--- config.mk ---
export PLATFORM = sky130hd
export DESIGN_NAME = mem_access_unit
export DESIGN_NICKNAME = d
export VERILOG_FILES = /design/src/rtl/mem_pkg.sv /design/src/rtl/load_align.sv /design/src/rtl/mem_access_unit.sv
export SDC_FILE = /design/constraint.sdc
export NUM_CORES = 1
export LEC_CHECK = 0
export CORE_MARGIN = 1.5
export CORE_UTILIZATION = 25
export CTS_BUF_LIST = sky130_fd_sc_hd__clkbuf_4 sky130_fd_sc_hd__clkbuf_8
export DETAILED_ROUTE_END_ITERATION = 10
export SLEW_MARGIN = 20
export SYNTH_ARGS = -nofsm -noshare
export SYNTH_HDL_FRONTEND = slang
export SYNTH_SLANG_ARGS = --single-unit
--- constraint.sdc ---
create_clock -name clk -period 3.84 [get_ports clk]
set_clock_uncertainty 0.05 [all_clocks]
set_input_delay 1.152 -clock clk [delete_from_list [all_inputs] [get_ports clk]]
set_output_delay 1.152 -clock clk [all_outputs]
set_load 0.01 [all_outputs]
--- src/rtl/mem_pkg.sv ---
// mem_pkg: shared encodings for the memory-access stage (MemCtrl sizes, load select, FSM states).
package mem_pkg;
    localparam logic [2:0] MC_B  = 3'b000;
    localparam logic [2:0] MC_H  = 3'b001;
    localparam logic [2:0] MC_W  = 3'b010;
    localparam logic [2:0] MC_BU = 3'b100;
    localparam logic [2:0] MC_HU = 3'b101;
    localparam logic [1:0] SZ_B  = 2'b00;
    localparam logic [1:0] SZ_H  = 2'b01;
    localparam logic [1:0] RS_LOAD = 2'b01;

    typedef enum logic [1:0] {
        ST_IDLE = 2'd0,
        ST_REQ  = 2'd1,
        ST_WAIT = 2'd2
    } state_e;

    // Halves need an even byte offset, words need a zero offset.
    function automatic logic misaligned(input logic [1:0] sz, input logic [1:0] off);
        return (sz == SZ_H && off[0]) || (sz != SZ_B && sz != SZ_H && off != 2'b00);
    endfunction
endpackage

--- src/rtl/load_align.sv ---
// load_align: picks the addressed byte/half/word out of a response word and sign/zero-extends it.
module load_align
    import mem_pkg::*;
#(
    parameter int DATA_WIDTH = 32
) (
    input  logic [DATA_WIDTH-1:0] rdata,
    input  logic [1:0]            off,
    input  logic [2:0]            ctrl,
    output logic [DATA_WIDTH-1:0] data
);
    logic [2*DATA_WIDTH-1:0] rot;
    logic [DATA_WIDTH-1:0]   lane;
    logic                    sext;

    // Rotating right keeps lane arithmetic modulo the word for unaligned offsets.
    always_comb begin
        rot  = {rdata, rdata} >> {off, 3'b000};
        lane = rot[DATA_WIDTH-1:0];
        sext = ~ctrl[2];
        data = ctrl[1:0] == SZ_B ? {{(DATA_WIDTH-8){sext & lane[7]}}, lane[7:0]} :
               ctrl[1:0] == SZ_H ? {{(DATA_WIDTH-16){sext & lane[15]}}, lane[15:0]} : lane;
    end
endmodule

--- src/rtl/mem_access_unit.sv ---
// mem_access_unit: memory pipeline stage driving a single-outstanding cache request and the writeback registers.
// Optional MEM_MISALIGN_CHECK_EN flags misaligned accesses instead of issuing them.
module mem_access_unit
    import mem_pkg::*;
#(
    parameter int DATA_WIDTH      = 32,
    parameter int READ_DATA_WIDTH = 5,
    parameter int SRC_WIDTH       = 2,
    parameter int MEM_CTRL_WIDTH  = 3
) (
    input  logic                       clk,
    input  logic                       rst_n,
    input  logic                       valid_m,
    input  logic [DATA_WIDTH-1:0]      PCPlus4_m,
    input  logic [DATA_WIDTH-1:0]      ALUResult_m,
    input  logic [DATA_WIDTH-1:0]      WriteData_m,
    input  logic [READ_DATA_WIDTH-1:0] Rd_m,
    input  logic                       RegWrite_m,
    input  logic [SRC_WIDTH-1:0]       ResultSrc_m,
    input  logic                       MemWrite_m,
    input  logic [MEM_CTRL_WIDTH-1:0]  MemCtrl_m,
    output logic                       stall_m,
    output logic                       req_valid,
    input  logic                       req_ready,
    output logic                       req_we,
    output logic [DATA_WIDTH-1:0]      req_addr,
    output logic [DATA_WIDTH-1:0]      req_wdata,
    output logic [DATA_WIDTH/8-1:0]    req_wstrb,
    input  logic                       resp_valid,
    input  logic [DATA_WIDTH-1:0]      resp_rdata,
    output logic                       valid_w,
    output logic [DATA_WIDTH-1:0]      ReadData_w,
    output logic [DATA_WIDTH-1:0]      ALUResult_w,
    output logic [DATA_WIDTH-1:0]      PCPlus4_w,
    output logic [READ_DATA_WIDTH-1:0] Rd_w,
    output logic                       RegWrite_w,
    output logic [SRC_WIDTH-1:0]       ResultSrc_w,
    output logic                       misalign_w
);
    localparam int STRB_W = DATA_WIDTH / 8;

    state_e                     state_q, state_d;
    logic                       valid_w_q, valid_w_d;
    logic [DATA_WIDTH-1:0]      read_data_w_q, read_data_w_d;
    logic [DATA_WIDTH-1:0]      alu_result_w_q, alu_result_w_d;
    logic [DATA_WIDTH-1:0]      pc_plus4_w_q, pc_plus4_w_d;
    logic [READ_DATA_WIDTH-1:0] rd_w_q, rd_w_d;
    logic                       reg_write_w_q, reg_write_w_d;
    logic [SRC_WIDTH-1:0]       result_src_w_q, result_src_w_d;
    logic                       misalign_w_q, misalign_w_d;

    logic                       is_store, is_load, mem_op, mis, issue, done;
    logic [1:0]                 sz, off;
    logic [STRB_W-1:0]          strb_base;
    logic [2*STRB_W-1:0]        strb_rot;
    logic [DATA_WIDTH-1:0]      wdata_rep, load_data;
    logic [2*DATA_WIDTH-1:0]    wdata_rot;

    load_align #(.DATA_WIDTH(DATA_WIDTH)) u_load_align (
        .rdata (resp_rdata),
        .off   (off),
        .ctrl  (MemCtrl_m[2:0]),
        .data  (load_data)
    );

    always_comb begin
        sz       = MemCtrl_m[1:0];
        off      = ALUResult_m[1:0];
        is_store = valid_m && MemWrite_m;
        is_load  = valid_m && !MemWrite_m && ResultSrc_m == SRC_WIDTH'(RS_LOAD);
        mem_op   = is_store || is_load;
`ifdef MEM_MISALIGN_CHECK_EN
        mis      = mem_op && misaligned(sz, off);
`else
        mis      = 1'b0;
`endif
        issue    = state_q == ST_IDLE && mem_op && !mis;
        req_valid = rst_n && (issue || state_q == ST_REQ);
        // Upstream is held while stalled, so the m-stage operands still describe the op in REQ/WAIT.
        done     = state_q == ST_IDLE ? valid_m && (!mem_op || mis || (req_ready && is_store)) :
                   state_q == ST_REQ  ? req_ready && is_store : resp_valid;
        stall_m  = rst_n && (state_q != ST_IDLE || issue) && !done;
        state_d  = state_q == ST_WAIT ? (resp_valid ? ST_IDLE : ST_WAIT) :
                   req_valid ? (req_ready ? (is_store ? ST_IDLE : ST_WAIT) : ST_REQ) : state_q;
        req_we    = MemWrite_m;
        req_addr  = {ALUResult_m[DATA_WIDTH-1:2], 2'b00};
        strb_base = sz == SZ_B ? STRB_W'(1) : sz == SZ_H ? STRB_W'(3) : {STRB_W{1'b1}};
        strb_rot  = {strb_base, strb_base} << off;
        req_wstrb = strb_rot[2*STRB_W-1:STRB_W];
        wdata_rep = sz == SZ_B ? {STRB_W{WriteData_m[7:0]}} :
                    sz == SZ_H ? {(DATA_WIDTH/16){WriteData_m[15:0]}} : WriteData_m;
        wdata_rot = {wdata_rep, wdata_rep} << {off, 3'b000};
        req_wdata = wdata_rot[2*DATA_WIDTH-1:DATA_WIDTH];
        valid_w_d      = done;
        read_data_w_d  = done ? (is_load && !mis ? load_data : '0) : read_data_w_q;
        alu_result_w_d = done ? ALUResult_m : alu_result_w_q;
        pc_plus4_w_d   = done ? PCPlus4_m : pc_plus4_w_q;
        rd_w_d         = done ? Rd_m : rd_w_q;
        reg_write_w_d  = done ? RegWrite_m && !mis : reg_write_w_q;
        result_src_w_d = done ? ResultSrc_m : result_src_w_q;
        misalign_w_d   = done ? mis : misalign_w_q;
    end

    always_ff @(posedge clk) begin
        if (!rst_n) begin
            state_q        <= ST_IDLE;
            valid_w_q      <= 1'b0;
            read_data_w_q  <= '0;
            alu_result_w_q <= '0;
            pc_plus4_w_q   <= '0;
            rd_w_q         <= '0;
            reg_write_w_q  <= 1'b0;
            result_src_w_q <= '0;
            misalign_w_q   <= 1'b0;
        end else begin
            state_q        <= state_d;
            valid_w_q      <= valid_w_d;
            read_data_w_q  <= read_data_w_d;
            alu_result_w_q <= alu_result_w_d;
            pc_plus4_w_q   <= pc_plus4_w_d;
            rd_w_q         <= rd_w_d;
            reg_write_w_q  <= reg_write_w_d;
            result_src_w_q <= result_src_w_d;
            misalign_w_q   <= misalign_w_d;
        end
    end

    assign valid_w     = valid_w_q;
    assign ReadData_w  = read_data_w_q;
    assign ALUResult_w = alu_result_w_q;
    assign PCPlus4_w   = pc_plus4_w_q;
    assign Rd_w        = rd_w_q;
    assign RegWrite_w  = reg_write_w_q;
    assign ResultSrc_w = result_src_w_q;
    assign misalign_w  = misalign_w_q;
endmodule
-- After elaboration in Yosys (flattened, before gate mapping)
Index checks and enable logic that the tools add are counted.
- register bits: 107
- output and inout port bits: 177
- logic and storage cells: 52
- input port bits: 145
- shift operators: 3
- reduce and logical (&&, ||, !) cells: 20
- bitwise operators: 3
- eq/ne operators: 4
- muxes and demuxes: 14
- operators by type and width (kind ; number):
    $mux W32 ; 5
    $shl A64 B5 Y64 ; 1
    $shr A64 B5 Y32 ; 1
    $mux W2 ; 5
    $logic_and A1 B1 Y1 ; 9
    $mux W4 ; 2
    $shl A8 B2 Y8 ; 1
    $eq A2 B1 Y1 const B ; 3
    $logic_not A2 Y1 ; 2
    $logic_or A1 B1 Y1 ; 4
    $reduce_bool A2 Y1 ; 2
    $logic_not A1 Y1 ; 3
    $and A1 B1 Y1 ; 2
    $eq A2 B2 Y1 const B ; 1
    $mux W1 ; 2
    $not A1 Y1 ; 1

-- Logic depth before layout (Yosys ltp)
- depth after elaboration: 10
- gate-level depth with buffers: 7
- mapped depth without buffers: 4

-- Modules after synthesis
Synthesis repeated with hierarchy kept, for this count alone.
- cell total of the unflattened synthesis: 787
- area total of the unflattened synthesis: 6885.4 sq um
- by module, submodules not included (module ; cells each ; instances ; sequential area each (sq um) ; area each (sq um)):
    mem_access_unit ; 679 ; 1 ; 2142.1 ; 5709.2
    load_align ; 108 ; 1 ; 0.0 ; 1176.1

-- Least setup slack after synthesis
Ideal clock, no wire load.
- kind: input-to-output
- from: input MemCtrl_m[0]
- to: output req_wdata[10]
- stages on the path: 6
- slack: -0.093 ns
- arrival time: 2.731 ns
- data required time: 2.638 ns
- path buffers: 2
- cell sequence: clkbuf_1 buf_1 mux2_2 mux4_2 nor2_1 a21oi_1
- cells in the longest elaborated chain, start to end: 4
- elaborated cells between the ends (all ways): 5
- those cells by class: 1 x eq/ne; 1 x shift; 2 x mux; 1 x reduce/logical
- ends and longest elaborated chain (item ; line ; RTL):
    from (decl) ; mem_access_unit.sv:21 ; input logic [MEM_CTRL_WIDTH-1:0] MemCtrl_m,
    $eq A2 B1 Y1 ; mem_access_unit.sv:91 ; sz == SZ_H ? {(DATA_WIDTH/16){WriteData_m[15:0]}} : WriteData_m;
    $mux W32 ; mem_access_unit.sv:91 ;
    $mux W32 (*) ; mem_access_unit.sv:90 ; wdata_rep = sz == SZ_B ? {STRB_W{WriteData_m[7:0]}} :
    $shl A64 B5 Y64 (*) ; mem_access_unit.sv:92 ; wdata_rot = {wdata_rep, wdata_rep} << {off, 3'b000};
    to (decl) ; mem_access_unit.sv:27 ; output logic [DATA_WIDTH-1:0] req_wdata,
Mark *: on every way between the ends. The rest lies on a longest branch, timed or not.

-- Worst setup path after layout
- from: input MemCtrl_m[0]
- to: output req_wdata[29]
Same word-level chain as after synthesis.

==> results.json <==
{
  "synth.yosys.warnings": 0,
  "worstMarginPinSlew_ns": 0.5832,
  "holdCritPathClass": "reg2reg",
  "io_buffers": 318,
  "path_class": "in2out",
  "synthArstFlopShare_pct": 0,
  "fin_ws_ns": 0.02597,
  "grt_max_degree": 75,
  "worstHoldPathCells": 2,
  "p_leak_uw": 0.003759,
  "crit_fanout": 5,
  "drc_errors": 0,
  "grt_pass1_vias": 5491,
  "crit_slowest_cell": "mux4_2",
  "synth_edf_count": 0,
  "ys_ff_latch": 107,
  "yosysUniqueCellTypes": 45,
  "track_usage_pct": 17.28,
  "start_util_pct": 25.57,
  "final_nets": 1029,
  "setup_viol": 0,
  "vias": 5644,
  "relSlewSlack_pct": 61.04,
  "routed_wl_um": 21180,
  "synth_seq_area_share_pct": 38.27,
  "syn_area_mm2": 0.005597,
  "power.total_uw": 2820,
  "max_freq_mhz": 262.2,
  "critPathCaptureType": "primary output",
  "drt_first_pass_iters": 4,
  "nFillCells": 2220,
  "instances_no_fill": 1169,
  "clockBufferDepth": 2,
  "io_pins": 322,
  "hpwl_um": 15710,
  "outcome": "finished, final reports clean",
  "grt_pass1_wl_um": 31920,
  "overflow": 0,
  "register_area_mm2": 0.002142,
  "h-tree-depth": 3,
  "crit_path_start_kind": "primary input",
  "hold_viol_final": 0,
  "powerDensity_mw_per_mm2": 301.5,
  "required_ns": 2.64,
  "crit_chain": "buf_4 -> buf_12 -> mux2_2 -> mux4_2 -> nor2_1 -> a21oi_1 -> clkdlybuf4s15_2",
  "cts-buffers-inserted": 9,
  "cts_tree": "done",
  "period_share_pct": 99.32,
  "max_cap_viol_count": 0,
  "first_iter_violations": 245,
  "placed_cells": 1146,
  "rows": 54,
  "clock_sinks": 107,
  "avgViaCountPerCell": 4.828,
  "dieArea_mm2": 0.02329,
  "gp_congestion": 0.8967,
  "synth_ff_type": "dfxtp_1",
  "dieWidth_um": 152.6,
  "cts_root_buf": "clkbuf_8",
  "clk_pin_slew_ns": 0.12,
  "antenna_found_initial": 0,
  "coreArea_mm2": 0.02189,
  "rsz0062_at_grt": "no",
  "num_antenna_cells": 0,
  "synth.avg_cell_area_um2": 9.616,
  "place_ws_ns": -0.6970,
  "synth_cells": 582,
  "drive_above_1_share_pct": 18.34,
  "area_growth_pct": 67.14,
  "avgRoutedWirePerCell_um": 18.12,
  "postRouteAntennaNets": 0,
  "insertion_delay_ns": 0.38,
  "slew_violations": 0,
  "multiInputGateArea_mm2": 0.002944,
  "reg2reg_depth": 6,
  "finalCriticalPeriod_ns": 3.814,
  "max_stage_delay_ns": 0.47,
  "vdd_drop_max_uv": 185.3,
  "arrival_ns": 2.61,
  "die_h_um": 152.6
}
worst paths after layout:
path / startpoint / slack [ns] / end
setup / recovery: MemCtrl_m[0] / 0.03 / req_wdata[29]
hold / removal: ReadData_w[28]$_SDFFE_PN0P_ / 0.41 / ReadData_w[28]$_SDFFE_PN0P_
setup reg to reg: state_q[1]$_SDFFE_PN0P_ / 1.91 / ALUResult_w[14]$_SDFFE_PN0P_
hold reg to reg: ReadData_w[28]$_SDFFE_PN0P_ / 0.41 / ReadData_w[28]$_SDFFE_PN0P_
synth_stat cells, types with 7 or more instances:
| library cell | n | area, um2 |
|---|---|---|
| buf_4 | 36 | 270.3 |
| inv_1 | 25 | 93.84 |
| o21ai_0 | 15 | 75.07 |
| clkbuf_1 | 19 | 71.32 |
| a221o_1 | 7 | 70.07 |
| mux4_2 | 9 | 202.7 |
| a22o_1 | 72 | 630.6 |
| o2bb2ai_1 | 15 | 131.4 |
| buf_1 | 10 | 37.54 |
| dfxtp_1 | 107 | 2142 |
| nor2_1 | 38 | 142.6 |
| nand2b_1 | 9 | 56.30 |
| nand2_1 | 28 | 105.1 |
| o211ai_1 | 10 | 75.07 |
| o32ai_1 | 16 | 140.1 |
| o22ai_1 | 9 | 56.30 |
| mux2_2 | 40 | 450.4 |
| a21oi_1 | 33 | 165.2 |
| mux2i_1 | 32 | 320.3 |
| buf_2 | 16 | 80.08 |
cells by family after synthesis:
family / after synthesis / synth area share [%]
other: 1 / 0.06700
buffers and inverters: 110 / 10.42
flip-flops: 107 / 38.27
AND/OR/NAND/NOR: 89 / 7.288
multiplexers: 81 / 17.39
XOR/XNOR: 1 / 0.1565
AO/OA/AOI/OAI: 193 / 26.40
cell usage in the layout (no fill, tap or decap), drive strengths merged, types with 3 or more instances in the layout:
cell type / netlist / layout
o32ai: 16 / 16
a21oi: 33 / 33
a22o: 72 / 72
clkbuf: 19 / 18
o22ai: 9 / 9
nor2: 38 / 38
clkdlybuf4s15: 0 / 11
nand2: 28 / 28
inv: 27 / 31
mux4: 9 / 9
mux2i: 32 / 32
o2bb2ai: 15 / 15
conb: 1 / 3
dfxtp: 107 / 107
dlymetal6s2s: 0 / 8
buf: 64 / 72
clkdlybuf4s50: 0 / 254
nor3b: 3 / 3
a221o: 7 / 7
o211ai: 10 / 10
o21ai: 17 / 17
dlygate4sd2: 0 / 18
mux2: 40 / 40
nand2b: 9 / 9
layout make-up:
type	count	area share (%)
repair buffers	372	38.72
clock buffers	10	1.471
multi-input cells	367	31.47
flip-flops and latches	107	22.90
clock inverters	6	0.5752
well taps	280	3.745
inverters	27	1.110
metrics by stage:
| stage | util, % | cell area [um2] | setup TNS [ns] | hold slack (ns) |
|---|---|---|---|---|
| 3_5_place_dp | 41.50 | 9085 | -22.31 | 0.4011 |
| 5_1_grt | 42.73 | 9354 | 0 | 0.4398 |
| 3_3_place_gp | 41.50 | 9085 | -22.27 | 0.3938 |
| 6_report | 42.73 | 9354 | 0 | 0.4147 |
| 4_1_cts | 42.50 | 9304 | -0.006599 | 0.4205 |
| 2_1_floorplan | - | 5609 | 0 | 0.4258 |
power breakdown:
group          internal [uW]  switching [uW]  leakage (uW)  total, uW
Sequential              1180            38.6      0.000873       1220
Clock                    268             413      0.000101        682
Combinational            519             402       0.00278        922
Total                   1970             854       0.00376       2820
worst max-delay path: cells and delay by family:
| kind | cells | cell delay (ns) |
|---|---|---|
| buffers and inverters | 3 | 0.50 |
| multiplexers | 2 | 0.81 |
| AND/OR/NAND/NOR | 1 | 0.10 |
| AO/OA/AOI/OAI | 1 | 0.05 |
state kept, by name, indices dropped and copies added (netlist names):
register	flops
valid_w	1
state_q	2
RegWrite_w	1
ResultSrc_w	2
ALUResult_w	32
PCPlus4_w	32
Rd_w	5
ReadData_w	32
metal layers:
metal	global-route usage [%]	wire, um
met1	22.11	8921
met2	28.01	9987
met3	5.745	2050
met4	4.121	221
met5	0	0
repair_timing:
item,CTS,global route
cloned,2,1
pin swaps,8,7
hold buffers,0,0
endpoints found under the setup margin,38,22
endpoints found under the hold margin,0,0
gates resized for setup,138,38
buffers inserted,2,2
Power figures use the tool's default switching activity.
